==> config.mk <==
export PLATFORM = sky130hd
export DESIGN_NAME = branch_resolve_bht
export DESIGN_NICKNAME = d
export VERILOG_FILES = /design/src/rtl/rv_branch_pkg.sv /design/src/rtl/bht_table.sv /design/src/rtl/branch_resolve_bht.sv
export SDC_FILE = /design/constraint.sdc
export NUM_CORES = 1
export LEC_CHECK = 0
export ABC_CLOCK_PERIOD_IN_PS = 2750
export BUFFER_PORTS_ARGS = -buffer_cell sky130_fd_sc_hd__buf_2
export CELL_PAD_IN_SITES_DETAIL_PLACEMENT = 1
export CELL_PAD_IN_SITES_GLOBAL_PLACEMENT = 1
export CORE_MARGIN = 5
export CORE_UTILIZATION = 39
export DETAILED_ROUTE_END_ITERATION = 10
export HOLD_SLACK_MARGIN = 0.05
export PLACE_DENSITY_LB_ADDON = 0.15
export RECOVER_POWER = 100
export SYNTH_ARGS = -nofsm -noshare
export SYNTH_HDL_FRONTEND = slang
export SYNTH_SLANG_ARGS = --single-unit
==> constraint.sdc <==
create_clock -name clk -period 2.75 [get_ports clk]
set_input_delay 0.1375 -clock clk [delete_from_list [all_inputs] [get_ports clk]]
set_output_delay 0.1375 -clock clk [all_outputs]
set_load 0.03 [all_outputs]
==> src/rtl/rv_branch_pkg.sv <==
// Shared branch definitions: BHT counter encodings, immediate width, funct3 codes.
package rv_branch_pkg;

  localparam int unsigned XLEN      = 64;
  localparam int unsigned BIMM_W    = 13;
  localparam int unsigned BHT_CNT_W = 2;

  // 2-bit saturating direction counter; MSB is the taken prediction
  typedef enum logic [BHT_CNT_W-1:0] {
    BHT_SNT = 2'b00,
    BHT_WNT = 2'b01,
    BHT_WT  = 2'b10,
    BHT_ST  = 2'b11
  } bht_cnt_e;

  localparam bht_cnt_e BHT_INIT = BHT_WNT;

  // Conditional-branch funct3 codes, shared with the comparator
  localparam logic [2:0] F3_BEQ  = 3'b000;
  localparam logic [2:0] F3_BNE  = 3'b001;
  localparam logic [2:0] F3_BLT  = 3'b100;
  localparam logic [2:0] F3_BGE  = 3'b101;
  localparam logic [2:0] F3_BLTU = 3'b110;
  localparam logic [2:0] F3_BGEU = 3'b111;

  // PC-carrying single-cycle event (redirect or misalign report)
  typedef struct packed {
    logic            valid;
    logic [XLEN-1:0] pc;
  } pc_event_t;

  // True for funct3 values that encode a conditional branch
  function automatic logic is_branch_f3(input logic [2:0] f3);
    return (f3 != 3'b010) && (f3 != 3'b011);
  endfunction

  // Saturating counter step toward the resolved direction
  function automatic bht_cnt_e bht_next(input bht_cnt_e cur, input logic taken);
    bht_cnt_e nxt;
    nxt = cur;
    if (taken) begin
      if (cur != BHT_ST) nxt = bht_cnt_e'(BHT_CNT_W'(cur) + BHT_CNT_W'(1));
    end else begin
      if (cur != BHT_SNT) nxt = bht_cnt_e'(BHT_CNT_W'(cur) - BHT_CNT_W'(1));
    end
    return nxt;
  endfunction

  // Sign-extend a B-type immediate to XLEN
  function automatic logic [XLEN-1:0] sext_bimm(input logic [BIMM_W-1:0] imm);
    return {{(XLEN-BIMM_W){imm[BIMM_W-1]}}, imm};
  endfunction

endpackage

==> src/rtl/bht_table.sv <==
// Direct-mapped table of 2-bit direction counters: one comb read, one sync update.
module bht_table
  import rv_branch_pkg::*;
#(
  parameter int unsigned IDX_W = 6
) (
  input  logic             clk,
  input  logic             rst,
  input  logic [IDX_W-1:0] rd_idx,
  output logic             rd_taken,
  input  logic             upd_en,
  input  logic [IDX_W-1:0] upd_idx,
  input  logic             upd_taken
);

  localparam int unsigned DEPTH = 2 ** IDX_W;

  logic [BHT_CNT_W-1:0] tbl [DEPTH];

  // Reset every entry to weakly not-taken; otherwise step the addressed counter
  always_ff @(posedge clk) begin
    if (rst) begin
      for (int i = 0; i < int'(DEPTH); i++) begin
        tbl[i] <= BHT_INIT;
      end
    end else if (upd_en) begin
      tbl[upd_idx] <= bht_next(bht_cnt_e'(tbl[upd_idx]), upd_taken);
    end
  end

  // Read reflects table state only; a same-cycle update is not forwarded
  assign rd_taken = tbl[rd_idx][BHT_CNT_W-1];

endmodule

==> src/rtl/branch_resolve_bht.sv <==
// EX-stage branch resolution: redirect/misalign reporting, BHT training, perf counters.
module branch_resolve_bht
  import rv_branch_pkg::*;
#(
  parameter int unsigned IDX_W = 6,
  parameter int unsigned CNT_W = 32
) (
  input  logic              clk,
  input  logic              rst,
  input  logic [XLEN-1:0]   if_pc,
  output logic              if_pred_taken,
  input  logic              ex_valid,
  input  logic              ex_is_branch,
  input  logic              ex_stall,
  input  logic [XLEN-1:0]   ex_pc,
  input  logic [BIMM_W-1:0] ex_imm,
  input  logic              ex_brE,
  input  logic              ex_pred_taken,
  output logic              redirect_valid,
  output logic [XLEN-1:0]   redirect_pc,
  output logic              misalign_exc,
  output logic [XLEN-1:0]   misalign_addr,
  output logic [CNT_W-1:0]  br_count,
  output logic [CNT_W-1:0]  mispred_count
);

  pc_event_t        redir_q;
  pc_event_t        misal_q;
  logic [CNT_W-1:0] br_q;
  logic [CNT_W-1:0] mp_q;

  logic [XLEN-1:0]  target_c;
  logic [XLEN-1:0]  fallthrough_c;
  logic             resolve_c;
  logic             misalign_c;
  logic             mispred_c;
  logic             unused_pc_bits;

  // Saturating +1 for perf counters
  function automatic logic [CNT_W-1:0] sat_inc(input logic [CNT_W-1:0] v);
    return (v == '1) ? v : v + CNT_W'(1);
  endfunction

  // Target and fallthrough wrap modulo 2**XLEN
  assign target_c      = ex_pc + sext_bimm(ex_imm);
  assign fallthrough_c = ex_pc + XLEN'(4);

  // The slot right behind a redirect is wrong-path and must not resolve
  assign resolve_c  = ex_valid & ex_is_branch & ~ex_stall & ~redir_q.valid;
  assign misalign_c = ex_brE & (target_c[1:0] != 2'b00);
  assign mispred_c  = ~misalign_c & (ex_brE != ex_pred_taken);

  bht_table #(
    .IDX_W (IDX_W)
  ) u_bht (
    .clk       (clk),
    .rst       (rst),
    .rd_idx    (if_pc[IDX_W+1:2]),
    .rd_taken  (if_pred_taken),
    .upd_en    (resolve_c & ~misalign_c),
    .upd_idx   (ex_pc[IDX_W+1:2]),
    .upd_taken (ex_brE)
  );

  assign unused_pc_bits = ^{if_pc[XLEN-1:IDX_W+2], if_pc[1:0]};

  // Resolution registers: pulses clear every cycle, addresses and counters hold
  always_ff @(posedge clk) begin
    if (rst) begin
      redir_q <= '0;
      misal_q <= '0;
      br_q    <= '0;
      mp_q    <= '0;
    end else begin
      redir_q.valid <= 1'b0;
      misal_q.valid <= 1'b0;
      if (resolve_c) begin
        br_q <= sat_inc(br_q);
        if (misalign_c) begin
          misal_q.valid <= 1'b1;
          misal_q.pc    <= target_c;
        end else if (mispred_c) begin
          redir_q.valid <= 1'b1;
          redir_q.pc    <= ex_brE ? target_c : fallthrough_c;
          mp_q          <= sat_inc(mp_q);
        end
      end
    end
  end

  assign redirect_valid = redir_q.valid;
  assign redirect_pc    = redir_q.pc;
  assign misalign_exc   = misal_q.valid;
  assign misalign_addr  = misal_q.pc;
  assign br_count       = br_q;
  assign mispred_count  = mp_q;

endmodule
Word-level counts from Yosys, hierarchy flattened

Memory sizes are Yosys's and may differ from the RTL's.
Cells that the tools add are included.

Output and inout bits: 195
Bits in writable memories: 128
Memories: 1
Bits in registers: 194

Reductions and logical operators: 9
Equal/unequal tests: 4
Bitwise logic cells: 12
Multiplexer cells: 16
$add $sub $neg: 6

Memories:

| memory    | words | width | rd ports | clocked after Yosys merged registers in | write ports | line            | RTL |
|---|---|---|---|---|---|---|---|
| u_bht.tbl | 64    | 2     | 2        | 0                                       | 64          | bht_table.sv:18 | `logic [BHT_CNT_W-1:0] tbl [DEPTH];` |

Operators by type and width:

| cell                                             | number |
|---|---|
| two-way mux 65 bit                               | 2 |
| adder 32 x 1 -> 32 bit, second input constant    | 2 |
| adder 64 x 3 -> 64 bit, second input constant    | 1 |
| adder 64 bit                                     | 1 |
| == test 32 bit, second input constant            | 2 |
| two-way mux 64 bit                               | 1 |
| two-way mux 2 bit                                | 6 |
| bitwise AND 1 bit                                | 6 |
| two-way mux 1 bit                                | 6 |
| two-way mux 6 bit                                | 1 |
| inverter 1 bit                                   | 6 |
| AND reduction 2 bit                              | 2 |
| AND reduction 4 bit                              | 1 |
| nonzero test 2 bit                               | 2 |
| OR reduction 2 bit                               | 2 |
| AND reduction 3 bit                              | 1 |
| OR reduction 3 bit                               | 1 |
| adder 2 x 1 -> 2 bit, second input constant      | 1 |
| != test 2 bit, second input constant             | 1 |
| subtractor 2 x 1 -> 2 bit, second input constant | 1 |
| != test 1 bit                                    | 1 |

Logic depth before layout (Yosys ltp)

Depth in word-level cells: 10
Mapped depth: 15
Mapped depth without buffers: 12

By module

From an unflattened synthesis, not the netlist that was laid out.

Cell total of the unflattened synthesis: 2,271
Area total of the unflattened synthesis: 19,620.1 um^2

Modules (own cells, without submodules):

| module             | cells an instance | instances | area an instance (um^2) | seq. area each (um^2) |
|---|---|---|---|---|
| branch_resolve_bht | 1,646             | 1         | 12,533.3                | 3,883.7 |
| bht_table          | 625               | 1         | 7,086.8                 | 3,843.7 |

Worst setup path before layout

Ideal clock, no wire load.

Path kind: input to register
Start point: input ex_pc[0]
End point: register misal_q, in the netlist misalign_addr[58]
Setup time: 0.079 ns
Setup slack: -0.047 ns
Cell stages on the path: 12
Arrival time: 2.718 ns
Buffers on the path: 0
Required time: 2.671 ns
Cell sequence: ha_1 -> fa_1 -> a21oi_1 -> a2bb2oi_1 -> and2_4 -> o21ai_2 -> a41oi_2 -> o41ai_4 -> a31oi_2 -> nor3_2 -> or4_1 -> o211ai_1

Word-level cells in the longest chain between the ends: 4

Ends and longest elaborated chain:

| item                                 | line                     | RTL |
|---|---|---|
| start, declared                      | branch_resolve_bht.sv:15 | `input logic [XLEN-1:0] ex_pc,` |
| adder 64 bit (*)                     | branch_resolve_bht.sv:45 | `assign target_c = ex_pc + sext_bimm(ex_imm);` |
| nonzero test 2 bit                   | branch_resolve_bht.sv:50 | `assign misalign_c = ex_brE & (target_c[1:0] != 2'b00);` |
| bitwise AND 1 bit                    | branch_resolve_bht.sv:50 |  |
| AND reduction 2 bit (no source line) | -                        |  |
| end, declared                        | branch_resolve_bht.sv:28 | `pc_event_t misal_q;` |

Mark *: on every way between the ends. The rest lies on a longest branch, timed or not.
A chain may end at the register's enable or synchronous reset.

==> impl_metrics.py <==
metrics = {
    "sta": {
        "period_share_pct": 106,
        "setup_violations": 112,
        "timing.hold.ws_ns": 0.0751,
        "setup_slack_ns": -0.159,
        "tightestPinTransition_ns": 0.861,
        "rsz0062_at_grt": "yes",
        "fin_crit_ns": 2.91,
        "finalSetupTns_ns": -4.22,
        "max_clock_freq_ghz": 0.344,
        "fin_skew_ns": 0.0262,
        "max-slew-margin-rel_pct": 42.4,
        "hold_viol": 0,
        "slew_violations": 0,
    },
    "critical_path": {
        "reg2regPathDepth": 12,
        "worst_ep_arrival_time_ns": 2.77,
        "cp_cell_sequence": "mux4_2 > mux4_2 > mux4_2 > buf_6",
        "slowest_stage": "mux4_2",
        "cp_data_required_time_ns": 2.61,
        "start_kind": "register",
        "crit_type": "register to output port",
        "end_kind": "output port",
        "cp_max_fo": 2,
        "cpPeakStageDelay_ns": 0.55,
        "cp_common_cell": "mux4_2",
    },
    "drt": {
        "drt.antenna.violating_nets": 0,
        "detailedRoute.firstIterationViolations": 1354,
        "drcViolationCount": 0,
        "totalWireLength_um": 86200,
        "drt-pass1-iter-count": 7,
        "wl_per_cell_um": 23.6,
        "dr_total_vias": 20971,
        "avgViaCountPerCell": 5.73,
    },
    "logic_synthesis": {
        "synth.avg_cell_area_um2": 8.61,
        "ys_async_sr_fraction_pct": 0,
        "mappedNetlistNets": 2551,
        "synth_area_um2": 20100,
        "synthFlopType": "dfxtp_1",
        "yosysUniqueCellTypes": 91,
        "synthCells": 2336,
        "yosysSeqAreaShare_pct": 38.4,
        "synth_warnings": 0,
        "ys_ff_latch": 322,
        "synth_edf_count": 128,
    },
    "placed_design": {
        "dp_hpwl_um": 63900,
        "dpl_cell_area_um2": 25000,
        "place_ws_ns": -0.564,
        "io_buffers": 284,
        "place_congestion": 0.945,
    },
    "cells_and_area": {
        "drive_above_1_share_pct": 25.4,
        "multi_input_area_um2": 12000,
        "fin_area_um2": 27000,
        "syn_to_final_growth_pct": 33.9,
        "nets": 3165,
        "fillers": 6158,
        "seqCellArea_um2": 7730,
    },
    "floorplanning": {
        "start_util_pct": 39.3,
        "rows": 83,
        "die_h_um": 237,
        "num_io_pins": 343,
        "die_w_um": 237,
        "coreArea_um2": 51200,
        "die_area_um2": 56200,
    },
    "clocking": {
        "clock_latency_ns": 0.58,
        "cts.path.max_buffers": 3,
        "cts_tree": "done",
        "clk_pin_slew_ns": 0.06,
        "root_buffer": "clkbuf_16",
        "clock_sinks": 322,
        "cts-htree-levels": 2,
        "cts_made_buffers": 39,
    },
    "worst_hold_path": {
        "hold_path.class": "input port to register",
        "whs_path_depth": 4,
    },
    "job": {
        "max-cap-violations": 0,
    },
    "pwr": {
        "powerDensity_nw_per_um2": 510,
        "leakagePower_uw": 0.0103,
        "ir_drop_mv": 0.427,
    },
    "global_route": {
        "globalRouteTotalUtil_pct": 29.1,
        "grt_start_max_net_pins": 165,
        "grt_pass1_wl_um": 130000,
        "grt_pass1_vias": 22197,
        "overflow": 0,
        "grt_antenna_before_repair": 8,
    },
    "outcome": {
        "violations": "negative setup slack",
        "status": "finished with violations",
    },
}
[cell families after synthesis]
logic type,synth area share [%]
XOR/XNOR,7.05
AND/OR/NAND/NOR,21.9
multiplexers,5.19
AO/OA/AOI/OAI,18.4
buffers and inverters,4.76
adder cells (fa/ha/maj),4.31
flip-flops,38.4
[final cells by class]
type / count / share of cell area [%]
multi-input combinational: 1801 / 44.5
sequential: 322 / 28.7
timing repair buffer: 748 / 18.5
clock buffer: 58 / 4.18
tap: 680 / 3.16
inverter: 38 / 0.529
clock inverter: 12 / 0.446
antenna: 2 / 0.0186
[cells in the mapped netlist, types with 32 or more instances]
master      n  area, um2
nand2_1   285       1070
edfxtp_1  128       3840
dfxtp_1   194       3880
a22oi_1    32        240
nand4_1    77        482
inv_1      38        143
mux4_2     33        743
nand3_1   107        536
a21o_1     53        398
xnor2_1    96        841
nor3_1     63        315
xor2_1     66        578
clkbuf_1  123        462
nor2_1    234        878
o21ai_0   141        706
ha_1       66        826
a21oi_1   193        966
[critical path, delay by kind of cell, from the launching register on]
family,cells,cell delay [ns]
multiplexers,3,1.60
flip-flops,1,0.43
buffers and inverters,1,0.16
[metrics by stage]
| stage | cells | total power, uW | utilization, % |
|---|---|---|---|
| floorplan | 2336 | 6820 | - |
| global placement | 3550 | 8220 | 48.9 |
| detailed placement | 3550 | 8300 | 48.9 |
| CTS | 3649 | 13600 | 52.1 |
| global route | 3661 | 14200 | 52.6 |
| finish | 3661 | 13700 | 52.6 |
[cells in the final DEF, fill, tap and decap left out, drive strengths merged, types with 8 or more instances in the layout]
| cell type | Yosys | layout |
|---|---|---|
| a211oi | 29 | 29 |
| a21o | 53 | 53 |
| a21oi | 195 | 195 |
| a221oi | 13 | 13 |
| a22oi | 32 | 32 |
| a31oi | 17 | 17 |
| and2 | 16 | 16 |
| and3 | 31 | 31 |
| and4 | 15 | 15 |
| buf | 52 | 497 |
| clkbuf | 124 | 292 |
| dfxtp | 194 | 194 |
| dlygate4sd3 | 0 | 17 |
| edfxtp | 128 | 128 |
| ha | 66 | 66 |
| inv | 38 | 42 |
| mux2 | 9 | 9 |
| mux2i | 20 | 20 |
| mux4 | 33 | 33 |
| nand2 | 286 | 286 |
| nand2b | 15 | 15 |
| nand3 | 108 | 108 |
| nand4 | 78 | 78 |
| nor2 | 234 | 234 |
| nor2b | 19 | 19 |
| nor3 | 69 | 69 |
| o211ai | 12 | 12 |
| o21a | 15 | 15 |
| o21ai | 147 | 147 |
| o21bai | 13 | 13 |
| or3 | 24 | 24 |
| or4 | 8 | 8 |
| xnor2 | 96 | 96 |
| xor2 | 66 | 66 |
[final timing paths]
path,startpoint,to,slack (ns)
min reg2reg,misalign_addr[57],misalign_addr[57],0.45
max,u_bht.tbl[3][1],if_pred_taken,-0.16
max reg2reg,u_bht.tbl[11][1],u_bht.tbl[16][0],-0.08
min,ex_pc[50],redirect_pc[50],0.08
[per-layer routing]
metal  vias up  GRT usage (%)  share of wire (%)
met3       165           5.24                6.9
met1     10358           37.7                 41
met5         -              0              0.068
li1       9717              -                  -
met4        10           7.94                3.2
met2       721           50.1                 48
[where the power goes]
part / total (uW) / switching, uW / leakage, uW / internal, uW
clock network: 5170 / 2210 / 0.000613 / 2960
registers: 5110 / 63.3 / 0.00272 / 5050
logic: 3460 / 1990 / 0.00700 / 1470
total: 13700 / 4270 / 0.0103 / 9470
[flip-flops by register name (all words and copies together) (netlist names)]
name / count
mispred_count: 32
redirect_pc: 64
misalign_exc: 1
misalign_addr: 64
br_count: 32
u_bht.tbl: 128
redirect_valid: 1
[what timing repair did]
item,4_1_cts,5_1_grt
gates cloned,4,9
setup endpoints to repair,128,184
hold buffers,17,0
gates resized for setup,20,124
pin swaps,3,39
endpoints found under the hold margin,17,0
setup buffers,8,5
Note: power is estimated with default switching activity, not from simulation.
